$ cat src/rtl/uart_tx_frame.sv
// UART transmitter: serializes a latched byte as start, LSB-first data, optional parity, stop.
// Each bit lasts Prescale clocks; a request in the last stop cycle chains the next frame with no gap.
module uart_tx_frame #(
  parameter int DATA_WIDTH = 8
) (
  input  logic                  clk,
  input  logic                  rst,
  input  logic [DATA_WIDTH-1:0] P_DATA,
  input  logic                  Data_Valid,
  input  logic                  Par_En,
  input  logic                  Par_Typ,
  input  logic [5:0]            Prescale,
  output logic                  TX_OUT,
  output logic                  busy,
  output logic                  frame_done
);

  localparam int IDX_W = (DATA_WIDTH > 1) ? $clog2(DATA_WIDTH) : 1;
  localparam logic [IDX_W-1:0] IDX_LAST = IDX_W'(DATA_WIDTH - 1);

  typedef enum logic [2:0] {
    IDLE   = 3'd0,
    START  = 3'd1,
    DATA   = 3'd2,
    PARITY = 3'd3,
    STOP   = 3'd4
  } state_t;

  state_t                state, state_n;
  logic [5:0]            cnt, cnt_n;
  logic [IDX_W-1:0]      idx, idx_n;
  logic [DATA_WIDTH-1:0] shreg, shreg_n;
  logic [DATA_WIDTH-1:0] data_q, data_n;
  logic                  pe_q, pe_n;
  logic                  pt_q, pt_n;
  logic [5:0]            pre_q, pre_n;
  logic                  tx_n, busy_n, done_n;
  logic                  wrap, par_bit, accept;

  // pre_q always holds the effective bit period, so a Prescale of 0 is stored as 1
  assign wrap    = (cnt == pre_q - 6'd1);
  assign par_bit = (^data_q) ^ pt_q;

  always_comb begin
    state_n = state;
    cnt_n   = cnt;
    idx_n   = idx;
    shreg_n = shreg;
    data_n  = data_q;
    pe_n    = pe_q;
    pt_n    = pt_q;
    pre_n   = pre_q;
    accept  = 1'b0;

    case (state)
      IDLE: begin
        accept = Data_Valid;
      end
      START: begin
        if (wrap) begin
          state_n = DATA;
          cnt_n   = 6'd0;
          idx_n   = '0;
        end else begin
          cnt_n = cnt + 6'd1;
        end
      end
      DATA: begin
        if (wrap) begin
          cnt_n   = 6'd0;
          shreg_n = shreg >> 1;
          if (idx == IDX_LAST) state_n = pe_q ? PARITY : STOP;
          else                 idx_n   = idx + 1'b1;
        end else begin
          cnt_n = cnt + 6'd1;
        end
      end
      PARITY: begin
        if (wrap) begin
          state_n = STOP;
          cnt_n   = 6'd0;
        end else begin
          cnt_n = cnt + 6'd1;
        end
      end
      STOP: begin
        if (wrap) begin
          state_n = IDLE;
          cnt_n   = 6'd0;
          accept  = Data_Valid;
        end else begin
          cnt_n = cnt + 6'd1;
        end
      end
      default: begin
        state_n = IDLE;
        cnt_n   = 6'd0;
        idx_n   = '0;
      end
    endcase

    if (accept) begin
      state_n = START;
      cnt_n   = 6'd0;
      idx_n   = '0;
      shreg_n = P_DATA;
      data_n  = P_DATA;
      pe_n    = Par_En;
      pt_n    = Par_Typ;
      pre_n   = (Prescale == 6'd0) ? 6'd1 : Prescale;
    end
  end

  // Outputs are registered, so they are derived from the state being entered
  always_comb begin
    tx_n   = 1'b1;
    busy_n = 1'b1;
    done_n = 1'b0;
    case (state_n)
      START:   tx_n = 1'b0;
      DATA:    tx_n = shreg_n[0];
      PARITY:  tx_n = par_bit;
      STOP: begin
        tx_n   = 1'b1;
        done_n = (cnt_n == pre_n - 6'd1);
      end
      default: begin
        tx_n   = 1'b1;
        busy_n = 1'b0;
      end
    endcase
  end

  always_ff @(posedge clk) begin
    if (rst) begin
      state      <= IDLE;
      cnt        <= 6'd0;
      idx        <= '0;
      shreg      <= '0;
      data_q     <= '0;
      pe_q       <= 1'b0;
      pt_q       <= 1'b0;
      pre_q      <= 6'd1;
      TX_OUT     <= 1'b1;
      busy       <= 1'b0;
      frame_done <= 1'b0;
    end else begin
      state      <= state_n;
      cnt        <= cnt_n;
      idx        <= idx_n;
      shreg      <= shreg_n;
      data_q     <= data_n;
      pe_q       <= pe_n;
      pt_q       <= pt_n;
      pre_q      <= pre_n;
      TX_OUT     <= tx_n;
      busy       <= busy_n;
      frame_done <= done_n;
    end
  end

endmodule
$ cat config.mk
export PLATFORM = sky130hd
export DESIGN_NAME = uart_tx_frame
export DESIGN_NICKNAME = d
export VERILOG_FILES = /design/src/rtl/uart_tx_frame.sv
export SDC_FILE = /design/constraint.sdc
export NUM_CORES = 1
export LEC_CHECK = 0
export BUFFER_PORTS_ARGS = -buffer_cell sky130_fd_sc_hd__buf_4
export CORE_ASPECT_RATIO = 0.7
export CORE_MARGIN = 2
export CORE_UTILIZATION = 60
export DETAILED_ROUTE_END_ITERATION = 8
export PLACE_DENSITY = 0.88
export SETUP_SLACK_MARGIN = 0.15
export SYNTH_ARGS = -nofsm -noshare
export SYNTH_HDL_FRONTEND = slang
export SYNTH_SLANG_ARGS = --single-unit
$ cat constraint.sdc
create_clock -name clk -period 6 [get_ports clk]
set_clock_uncertainty 0.2 [all_clocks]
set_input_delay 1.2 -clock clk [delete_from_list [all_inputs] [get_ports clk]]
set_output_delay 1.2 -clock clk [all_outputs]
set_load 0.005 [all_outputs]
==> results of run 1 <==
## synth_stat cells (all sizes together), types with 2 or more instances
master / n
and2: 2
nor2b: 4
and3: 2
a211o: 2
o21bai: 2
inv: 7
nor2: 23
xor2: 7
o31ai: 3
or4: 3
nor4: 2
o21ai: 6
or3: 4
mux2: 7
o21a: 2
nand3: 10
nand2b: 2
a2111oi: 2
nand2: 40
nand3b: 3
nor3: 9
a21boi: 2
clkbuf: 11
mux2i: 10
a32o: 2
a211oi: 5
ha: 5
xnor2: 14
dfxtp: 39
a21oi: 27
o211ai: 2
## sequential cells by signal (all words and copies together), names as in the netlist, 3 cells and up
signal,flops
state,3
pre_q,6
shreg,8
idx,3
data_q,8
cnt,6
## layer usage
metal,vias up,GRT usage,routed length (µm)
met5,-,0,0
met2,93,0.367,2110
met1,920,0.348,2390
li1,990,-,-
met3,7,0.0584,411
met4,0,0.0655,39
## stage by stage
| stage | util | power, mW | instance area [µm²] | setup WS, ns |
|---|---|---|---|---|
| floorplan | - | 0.586 | 2240 | 2.61 |
| global placement | 0.680 | 0.650 | 2420 | 2.27 |
| detailed placement | 0.680 | 0.659 | 2420 | 2.13 |
| CTS | 0.718 | 0.921 | 2560 | 2.15 |
| global route | 0.718 | 0.973 | 2560 | 1.84 |
| finish | 0.718 | 0.925 | 2560 | 2.14 |
## cells in the final DEF, fill, tap and decap left out, types with 3 or more instances in the layout
master,n
a211oi_1,5
a21oi_1,26
buf_4,22
clkbuf_8,5
dfxtp_1,39
ha_1,5
inv_1,7
mux2_2,7
mux2i_1,9
nand2_1,40
nand3_1,10
nand3b_1,3
nor2_1,23
nor2b_1,4
nor3_1,8
o21ai_0,5
o31ai_1,3
or3_1,3
xnor2_1,14
xor2_1,7
## worst reg2reg max path, cell delays in order, from the launching register on
cell,delay (ns)
dfxtp_1,0.43
inv_1,0.07
ha_1,0.24
and2_1,0.19
a211o_1,0.31
a32o_1,0.29
a21oi_4,0.66
mux2i_1,0.41
ha_1,0.31
nand3b_1,0.09
a21boi_0,0.21
o31ai_1,0.12
a221oi_2,0.25
## worst max-delay path by stage
| stage | startpoint | to | slack [ns] | cells past startpoint |
|---|---|---|---|---|
| after floorplan | pre_q[2] | frame_done | 2.61 | 12 |
| after CTS | pre_q[0] | frame_done | 2.15 | 12 |
| after detailed placement | Data_Valid | frame_done | 2.13 | 10 |
| final | pre_q[0] | frame_done | 2.14 | 12 |
| after global routing | pre_q[0] | frame_done | 1.84 | 12 |
| after global placement | Data_Valid | frame_done | 2.27 | 10 |
## power groups by stage
| stage | combinational (mW) | sequential [mW] | clock (mW) |
|---|---|---|---|
| floorplan | 0.273 | 0.313 | 0 |
| global placement | 0.324 | 0.326 | 0 |
| detailed placement | 0.332 | 0.327 | 0 |
| CTS | 0.336 | 0.321 | 0.265 |
| global route | 0.372 | 0.327 | 0.275 |
| finish | 0.338 | 0.323 | 0.264 |
## final cells by class
class                           count  area (µm²)  share of cell area
Multi-Input combinational cell    211        1390               0.542
Sequential cell                    39         781               0.305
Timing Repair Buffer               22         165              0.0646
Clock buffer                        5        68.8              0.0269
Clock inverter                      3        67.6              0.0264
Tap cell                           50        62.6              0.0245
Inverter                            7        26.3              0.0103
## cell families after synthesis
group | after synthesis
simple gates | 107
compound gates | 61
flops | 39
xor+xnor | 21
buf+inv | 19
mux | 17
fa+ha+maj | 5
==> summary.txt, run 1 <==
Routing
  • Number of vias in the routed layout: ~2,000
  • Vias per cell: between 5 and 6
  • Antenna-violating nets left: 0
  • WL/cell: 14.7 µm
  • Pre-Repair DR Iteration Count: 5
  • Initial DRC count: between 150 and 200
  • Final WL: 4950 µm
  • Remaining DRCs: 0

Critical path
  • Critical path class: reg -> reg
  • RR Endpoint: frame_done
  • Most used cell, CP: ha_1
  • Worst Path Buf+Inv: 1
  • Worst Setup Start Kind: flip-flop
  • Crit-path max cell delay: 0.66 ns
  • Worst path cell trace: inv_1 -> ha_1 -> and2_1 -> a211o_1 -> a32o_1 -> a21oi_4 -> mux2i_1 -> ha_1 -> nand3b_1 -> a21boi_0 -> o31ai_1 -> a221oi_2
  • Critical Path AT: a little under 4 ns
  • Worst r2r src: pre_q[0]
  • Top delay family on crit path: compound AO/OA/AOI/OAI gates
  • Worst Path Required: 6.01 ns
  • CP max FO: 26
  • Worst-path cell with the longest stage delay: a21oi_4
  • Setup slack, reg-to-reg: 2.14 ns
  • Worst r2r path cells: 12
  • CP Capture Type: flip-flop

Power and ir drop
  • Switch Pwr: between 300 and 400 µW
  • Power Dens Cells: about 360 nW/µm²
  • P_int: roughly 590 µW
  • Sequential share of power: 0.349
  • Static leakage: around 1 nW
  • Switching Share: 0.358
  • Max VDD drop: around 0.00022 V
  • Logic pwr share: 0.365
  • Clk pwr share: 0.285

Synth
  • Post-synthesis cell area: 2240 µm²
  • Largest cells by area after synthesis: dfxtp_1 (35%), nand2_1 (6.7%), a21oi_1 (5.8%)
  • Synth Register Bits: 39
  • Compound-Gate Fraction of Synth Area: 0.197
  • Post-synth top area share: 0.348
  • Share of synthesized registers carrying an async set or reset: 0
  • Synth Area in Adders: 0.0279
  • Gate Count Post-Synth: roughly 270
  • Post-synth top flop: dfxtp_1
  • EDFF count, synth: 0
  • Post-synth top area cell: dfxtp_1
  • Post-synthesis sequential area ratio: 0.348
  • Synth warn: 0
  • Mux cell area share after synthesis: 0.0814
  • XOR/XNOR share of the synthesized area: 0.0819
  • Simple-Gate Fraction of Synth Area: 0.229
  • Post-Syn Area per Cell: between 8 and 9 µm²
  • Synth unique cells: between 40 and 50
  • Syn Nets: 293
  • Largest family of logic cells by synthesized area: simple AND/OR/NAND/NOR gates

Cells and area
  • Fill count: just under 300
  • Non-Filler Instances: between 300 and 400
  • Synth-to-Final Area Change: 13.9%
  • ANT cells: 0
  • Layout cells sized above 1: 0.160
  • Final nets: 310

Placed design
  • Placed cells: about 330
  • I/O Buffers: 21
  • GPL Wtd Cong: 0.942
  • DP Wirelength: 3490 µm

Global routing
  • Largest net degree at the start of global routing: 39
  • Initial antenna violation count: 0
  • Total GRT Usage: 0.242
  • Vias in the first global route: 1,705
  • First-pass GRT wire length: roughly 8000 µm
  • Gr ovfl total: 0

Min path
  • Hold Path Depth: 2
  • Hold path start: shreg[7]
  • WHS Endpoint: shreg[7]
  • Min-Delay Path Class: reg -> reg

Timing
  • Fin. max-slew vios: 0
  • Worst-margin pin slew: ~1.0 ns
  • Max Fclk: roughly 260 MHz
  • TNS Setup: 0 ns
  • Period utilisation layout: 0.643
  • Fin crit period: just under 4 ns
  • RSZ-0062 raised after global routing: no
  • Worst relative slew slack: 0.296
  • Final Setup Violations: 0
  • Worst hold margin: between 0.2 and 0.3 ns
  • Count of final hold-check violations: 0

Floorplanning
  • Core region area: ~3600 µm²
  • Die Width: about 77 µm
  • # rows: 18
  • Num ports: 22
  • Die H: ~55 µm
  • Die Area: roughly 4300 µm²
  • Initial core utilization: 0.631

Run status
  • Status: finished, final reports clean

Clock tree
  • CTS tree: yes
  • Clock latency on the worst-skew pair: around 0.30 ns
  • CTS root buffer: clkbuf_8
  • Postcts setup bufs: 0
  • Resize count post-CTS: 0
  • Clock-pin slew on the worst setup and hold paths: ~0.080 ns
  • CTS Buf Count: 5
  • Htree depth: 2
  • Clock buffer depth: 2
  • Clock net sink count: 39
  • CTS Hold Bufs: 0

Flow run
  • Max Cap Viol: 0
Power figures use the tool's default switching activity.
==> run 2: changes to the inputs <==
--- a/config.mk
+++ b/config.mk
@@ -8,9 +8,9 @@
 export BUFFER_PORTS_ARGS = -buffer_cell sky130_fd_sc_hd__buf_4
 export CORE_ASPECT_RATIO = 0.7
 export CORE_MARGIN = 2
-export CORE_UTILIZATION = 60
+export CORE_UTILIZATION = 53
 export DETAILED_ROUTE_END_ITERATION = 8
-export PLACE_DENSITY = 0.88
+export PLACE_DENSITY = 0.83
 export SETUP_SLACK_MARGIN = 0.15
 export SYNTH_ARGS = -nofsm -noshare
 export SYNTH_HDL_FRONTEND = slang
==> constraint.sdc (replaced) <==
create_clock -name clk -period 3.2 [get_ports clk]
set_clock_uncertainty 0.2 [all_clocks]
set_input_delay 0.64 -clock clk [delete_from_list [all_inputs] [get_ports clk]]
set_output_delay 0.64 -clock clk [all_outputs]
set_load 0.005 [all_outputs]
==> run 2 against run 1 <==
Against the previous run:
- clock power is 59% higher
- critical endpoint unchanged
- sequential share of layout area is 2.5 points lower
- sequential power is 84% higher
- global-route usage is 1.8 points higher
- critical path depth is 3 lower
- the run now ends with negative setup slack left
- largest power group unchanged
==> summary.txt, run 2 (synthesis results as in run 1) <==
Clock tree
  • Clock latency on the worst-skew pair: 0.29 ns
  • CTS Hold Bufs: 0
  • CTS Buf Count: 5
  • Htree depth: 2
  • CTS tree: yes
  • CTS root buffer: clkbuf_8
  • Clock net sink count: 39
  • Clock-pin slew on the worst setup and hold paths: 0.07 ns
  • Clock buffer depth: 2

Critical path
  • CP Capture Type: flip-flop
  • CP startpoint: pre_q[0]
  • Critical path class: reg -> reg
  • Worst Setup Start Kind: flip-flop
  • CP max FO: 5
  • Worst Path Required: about 3.2 ns
  • Setup slack, reg-to-reg: -0.06 ns
  • Worst r2r src: pre_q[0]
  • Critical Path AT: about 3.3 ns

Global routing
  • Total GRT Usage: 0.261
  • Largest net degree at the start of global routing: 39
  • Gr ovfl total: 0
  • Initial antenna violation count: 0
  • First-pass GRT wire length: 9450 µm
  • Vias in the first global route: approximately 1,900

Run status
  • Status: finished, violations left
  • Violated checks: negative setup slack

Timing
  • RSZ-0062 raised after global routing: yes
  • Worst relative slew slack: 0.650
  • Fin. max-slew vios: 0
  • Max Fclk: slightly above 300 MHz
  • Final Setup Violations: 1
  • Period utilisation layout: 1.02
  • Count of final hold-check violations: 0
  • Final worst slack: -0.0577 ns
  • Worst-margin pin slew: about 0.52 ns
  • Fin crit period: between 3 and 4 ns
  • TNS Setup: -0.0577 ns

Floorplanning
  • Die Area: between 4000 and 5000 µm²
  • Die Width: 81.8 µm
  • Core region area: around 4000 µm²
  • Die H: 58.5 µm
  • Num ports: 22
  • # rows: 19
  • Initial core utilization: 0.562

Routing
  • Number of vias in the routed layout: approximately 2,200
  • Final WL: 5990 µm
  • WL/cell: approximately 16 µm
  • Initial DRC count: between 200 and 250
  • Remaining DRCs: 0
  • Pre-Repair DR Iteration Count: 6
  • Antenna-violating nets left: 0
  • Vias per cell: approximately 6

Cells and area
  • Final nets: about 330
  • Layout cells sized above 1: 0.273
  • Final instance area: between 2000 and 3000 µm²
  • Commonest non-fill, non-tap cell in the layout: buf_4
  • Biggest regs: data_q: 8 flops, shreg: 8 flops
  • Final core utilization: 0.700
  • Most frequent cells in the layout: buf_4 (43), nand2_1 (40), dfxtp_1 (37), a21oi_1 (26), nor2_1 (22)
  • Synth-to-Final Area Change: 24.5%
  • ANT cells: 0

Placed design
  • GPL Wtd Cong: between 0.9 and 1
  • DP Wirelength: approximately 4200 µm
  • I/O Buffers: 21
  • Placed cell areas: 2560 µm²

Power and ir drop
  • Power Dens Cells: 675 nW/µm²
  • Static leakage: 1.12 nW
  • Max VDD drop: between 0.0003 and 0.0004 V
  • Total power: 1.89 mW

Min path
  • Hold path start: data_q[4]
  • Min-Delay Path Class: reg -> reg

Flow run
  • Max Cap Viol: 0
-- run 2: cell count changes in the layout (fill, tap and decap cells not counted), moves of 2 or more --
cell | before | now
a211oi_2 | 0 | 2
dfxtp_2 | 0 | 2
buf_4 | 22 | 43
mux2i_1 | 9 | 5
a211oi_1 | 5 | 3
buf_6 | 0 | 3
dfxtp_1 | 39 | 37
mux2i_2 | 1 | 5
-- run 2: report_power, final --
part / internal [mW] / switching, mW
combinational: 0.394 / 0.478
sequential: 0.545 / 0.0506
clock: 0.252 / 0.168
total: 1.19 / 0.697
-- run 2: area by class of cell --
class	instances	area, µm²
repair buffers	46	357
well taps	52	65.1
clock buffers	6	82.6
flip-flops and latches	39	783
clock inverters	2	35.0
inverters	7	26.3
fillers	292	1200
multi-input cells	211	1450
-- run 2: path summary, 6_finish.rpt --
kind	depth (start not counted)	endpoint
setup / recovery	9	frame_done
setup reg to reg	9	frame_done
hold reg to reg	2	data_q[4]
hold / removal	2	data_q[4]
-- run 2: metrics by stage --
step / hold slack [ns] / setup slack, ns / std cells
floorplan: 0.233 / -0.000909 / 269
global placement: 0.245 / 0.0503 / 349
detailed placement: 0.262 / -0.124 / 349
CTS: 0.275 / 0.0106 / 361
global route: 0.290 / -0.131 / 363
finish: 0.271 / -0.0577 / 363
-- run 2: what timing repair did --
item / in CTS / in global routing
pin swaps: 4 / 9
setup endpoints to repair: 3 / 4
buffers inserted: 4 / 2
resized for setup: 11 / 9
-- run 2: routing by layer --
layer  up-vias  global-route usage  share of wire
met2       110               0.373           0.43
met4         0              0.0643          0.027
met1      1005               0.386           0.47
met5         -                   0              0
met3        22              0.0736          0.080
li1       1040                   -              -
-- run 2: worst max-delay path, stage by stage (launching register included) --
cell,delay (ns)
dfxtp_2,0.34
buf_6,0.12
or4_4,0.41
or3_4,0.38
a211o_4,0.36
o2111a_1,0.28
or3_1,0.41
nor4_1,0.32
o31ai_2,0.13
a221oi_2,0.24
==> run 3: changes to the inputs <==
--- a/config.mk
+++ b/config.mk
@@ -8,9 +8,9 @@
 export BUFFER_PORTS_ARGS = -buffer_cell sky130_fd_sc_hd__buf_4
 export CORE_ASPECT_RATIO = 0.7
 export CORE_MARGIN = 2
-export CORE_UTILIZATION = 53
+export CORE_UTILIZATION = 36
 export DETAILED_ROUTE_END_ITERATION = 8
-export PLACE_DENSITY = 0.83
+export PLACE_DENSITY = 0.62
 export SETUP_SLACK_MARGIN = 0.15
 export SYNTH_ARGS = -nofsm -noshare
 export SYNTH_HDL_FRONTEND = slang
==> run 3 against run 2 <==
Against the previous run:
- critical path depth is the same
- via count down 6.8%
- combinational power shrank 1%
- the flow now finishes without violations
- design area up 1.4%
- sequential power is 1% lower
- count of clock-buffer cells in the layout down 1
- highest routed layer unchanged
- worst setup slack better by 0.059 ns
- first-iteration DRC count decreased by 44%
- flip-flop and latch count unchanged
- die area rose by 44%
- register-to-register slack better by 0.06 ns
==> summary.txt, run 3 (synthesis results as in run 1) <==
Run status
  • Status: finished, final reports clean

Critical path
  • CP max FO: 5
  • Critical Path AT: roughly 3.2 ns
  • Stages on the worst setup path: 9
  • Worst Setup Start Kind: flip-flop
  • Worst r2r src: pre_q[0]
  • CP startpoint: pre_q[0]
  • Crit-path max cell delay: between 0.4 and 0.5 ns
  • RR Endpoint: frame_done
  • Worst path cell trace: buf_6 -> or4_4 -> or3_4 -> a211o_4 -> o21ai_0 -> o211a_2 -> a21boi_0 -> a221o_1 -> a221oi_2
  • Worst-path cell with the longest stage delay: or4_4
  • Worst Path Required: 3.21 ns
  • Worst Setup EP: frame_done
  • Setup slack, reg-to-reg: ~0.0017 ns
  • Top delay family on crit path: compound AO/OA/AOI/OAI gates
  • Critical path class: reg -> reg
  • Worst r2r path cells: 9
  • Worst Path Buf+Inv: 1
  • CP Capture Type: flip-flop

Clock tree
  • Clock net sink count: 39
  • CTS root buffer: clkbuf_8
  • CTS tree: yes
  • CTS Buf Count: 5
  • Htree depth: 2
  • Clock latency on the worst-skew pair: roughly 0.30 ns
  • Clock-pin slew on the worst setup and hold paths: approximately 0.08 ns
  • CTS Hold Bufs: 0
  • Clock buffer depth: 2

Floorplanning
  • Num ports: 22
  • Initial core utilization: 0.366
  • Die H: 70.1 µm
  • Die Area: roughly 6900 µm²
  • # rows: 24
  • Core region area: a little over 6000 µm²
  • Die Width: around 100 µm

Global routing
  • Total GRT Usage: 0.161
  • Initial antenna violation count: 0
  • Largest net degree at the start of global routing: 39
  • First-pass GRT wire length: approximately 9000 µm
  • Vias in the first global route: 1,785
  • Gr ovfl total: 0

Timing
  • Count of final hold-check violations: 0
  • Max Fclk: 313 MHz
  • Period utilisation layout: 0.999
  • Fin crit period: 3.20 ns
  • Final Setup Violations: 0
  • Fin. max-slew vios: 0
  • Worst relative slew slack: 0.660
  • Worst-margin pin slew: 0.506 ns
  • RSZ-0062 raised after global routing: yes

Cells and area
  • Final instance area: ~2800 µm²
  • Fill count: just over 600
  • Commonest non-fill, non-tap cell in the layout: buf_4
  • Final nets: 331
  • Synth-to-Final Area Change: 26.3%
  • Most frequent cells in the layout: buf_4 (39), dfxtp_1 (37), nand2_1 (35), nor2_1 (23), a21oi_1 (21)
  • Layout cells sized above 1: 0.276
  • Biggest regs: data_q: 8 flops, shreg: 8 flops
  • ANT cells: 0

Power and ir drop
  • Max VDD drop: approximately 0.00021 V
  • Power Dens Cells: approximately 660 nW/µm²
  • Static leakage: between 1 and 1.5 nW
  • Total power: between 1.5 and 2 mW

Routing
  • Remaining DRCs: 0
  • Number of vias in the routed layout: a little over 2,000
  • Final WL: 5450 µm
  • Pre-Repair DR Iteration Count: 5
  • Antenna-violating nets left: 0
  • Initial DRC count: about 140
  • Vias per cell: around 5.3
  • WL/cell: 14.1 µm

Placed design
  • GPL Wtd Cong: roughly 0.83
  • I/O Buffers: 21
  • Placed cell areas: ~2600 µm²
  • DP Wirelength: 4050 µm

Flow run
  • Max Cap Viol: 0

Min path
  • Min-Delay Path Class: reg -> reg
-- run 3: changes by cell type in the layout (fill, tap and decap cells not counted), sizes merged --
cell	change
buf	-3
clkinv	+1
clkbuf	-1
-- run 3: power breakdown --
group | internal (mW) | total (mW) | switching (mW)
Sequential | 0.544 | 0.587 | 0.0427
Clock | 0.232 | 0.413 | 0.181
Combinational | 0.397 | 0.860 | 0.464
-- run 3: worst min-delay path by stage --
| stage | startpoint | to | slack (ns) | cells past startpoint |
|---|---|---|---|---|
| floorplan | shreg[7] | shreg[7] | 0.23 | 2 |
| global placement | shreg[7] | shreg[7] | 0.25 | 2 |
| detailed placement | shreg[7] | shreg[7] | 0.26 | 2 |
| CTS | data_q[7] | data_q[7] | 0.27 | 2 |
| global route | data_q[4] | data_q[4] | 0.29 | 2 |
| finish | data_q[7] | data_q[7] | 0.27 | 2 |
-- run 3: area by class of cell --
type | count | area [µm²] | area share
Tap cell | 78 | 97.6 | 0.0344
Sequential cell | 39 | 783 | 0.276
Clock buffer | 5 | 68.8 | 0.0243
Timing Repair Buffer | 43 | 338 | 0.119
Clock inverter | 3 | 43.8 | 0.0155
Multi-Input combinational cell | 211 | 1480 | 0.521
Inverter | 7 | 26.3 | 0.00927
-- run 3: repair_timing --
| item | 4_1_cts | 5_1_grt |
|---|---|---|
| setup buffers | 1 | 1 |
| endpoints found under the setup margin | 2 | 5 |
| gates resized for setup | 4 | 26 |
| pin swaps | 2 | 9 |
-- run 3: layer usage --
layer,part of all wire,global-route usage
met1,0.53,0.249
met3,0.051,0.0490
met5,0,0
met4,0.0055,0.0274
met2,0.41,0.219
-- run 3: stage by stage --
step                worst slack [ns]  utilization  cells  hold WS [ns]  setup TNS, ns
floorplan                  -0.000909            -    269         0.233      -0.000909
global placement              0.0197        0.424    376         0.250              0
detailed placement            0.0170        0.424    376         0.258              0
CTS                          0.00622        0.447    385         0.272              0
global route                  -0.108        0.463    386         0.290         -0.108
finish                       0.00170        0.463    386         0.271              0
-- run 3: worst min-delay path: stages (launching register included) --
cell and delay [ns]:
dfxtp_1 0.32, nand2_1 0.05, a21oi_1 0.05
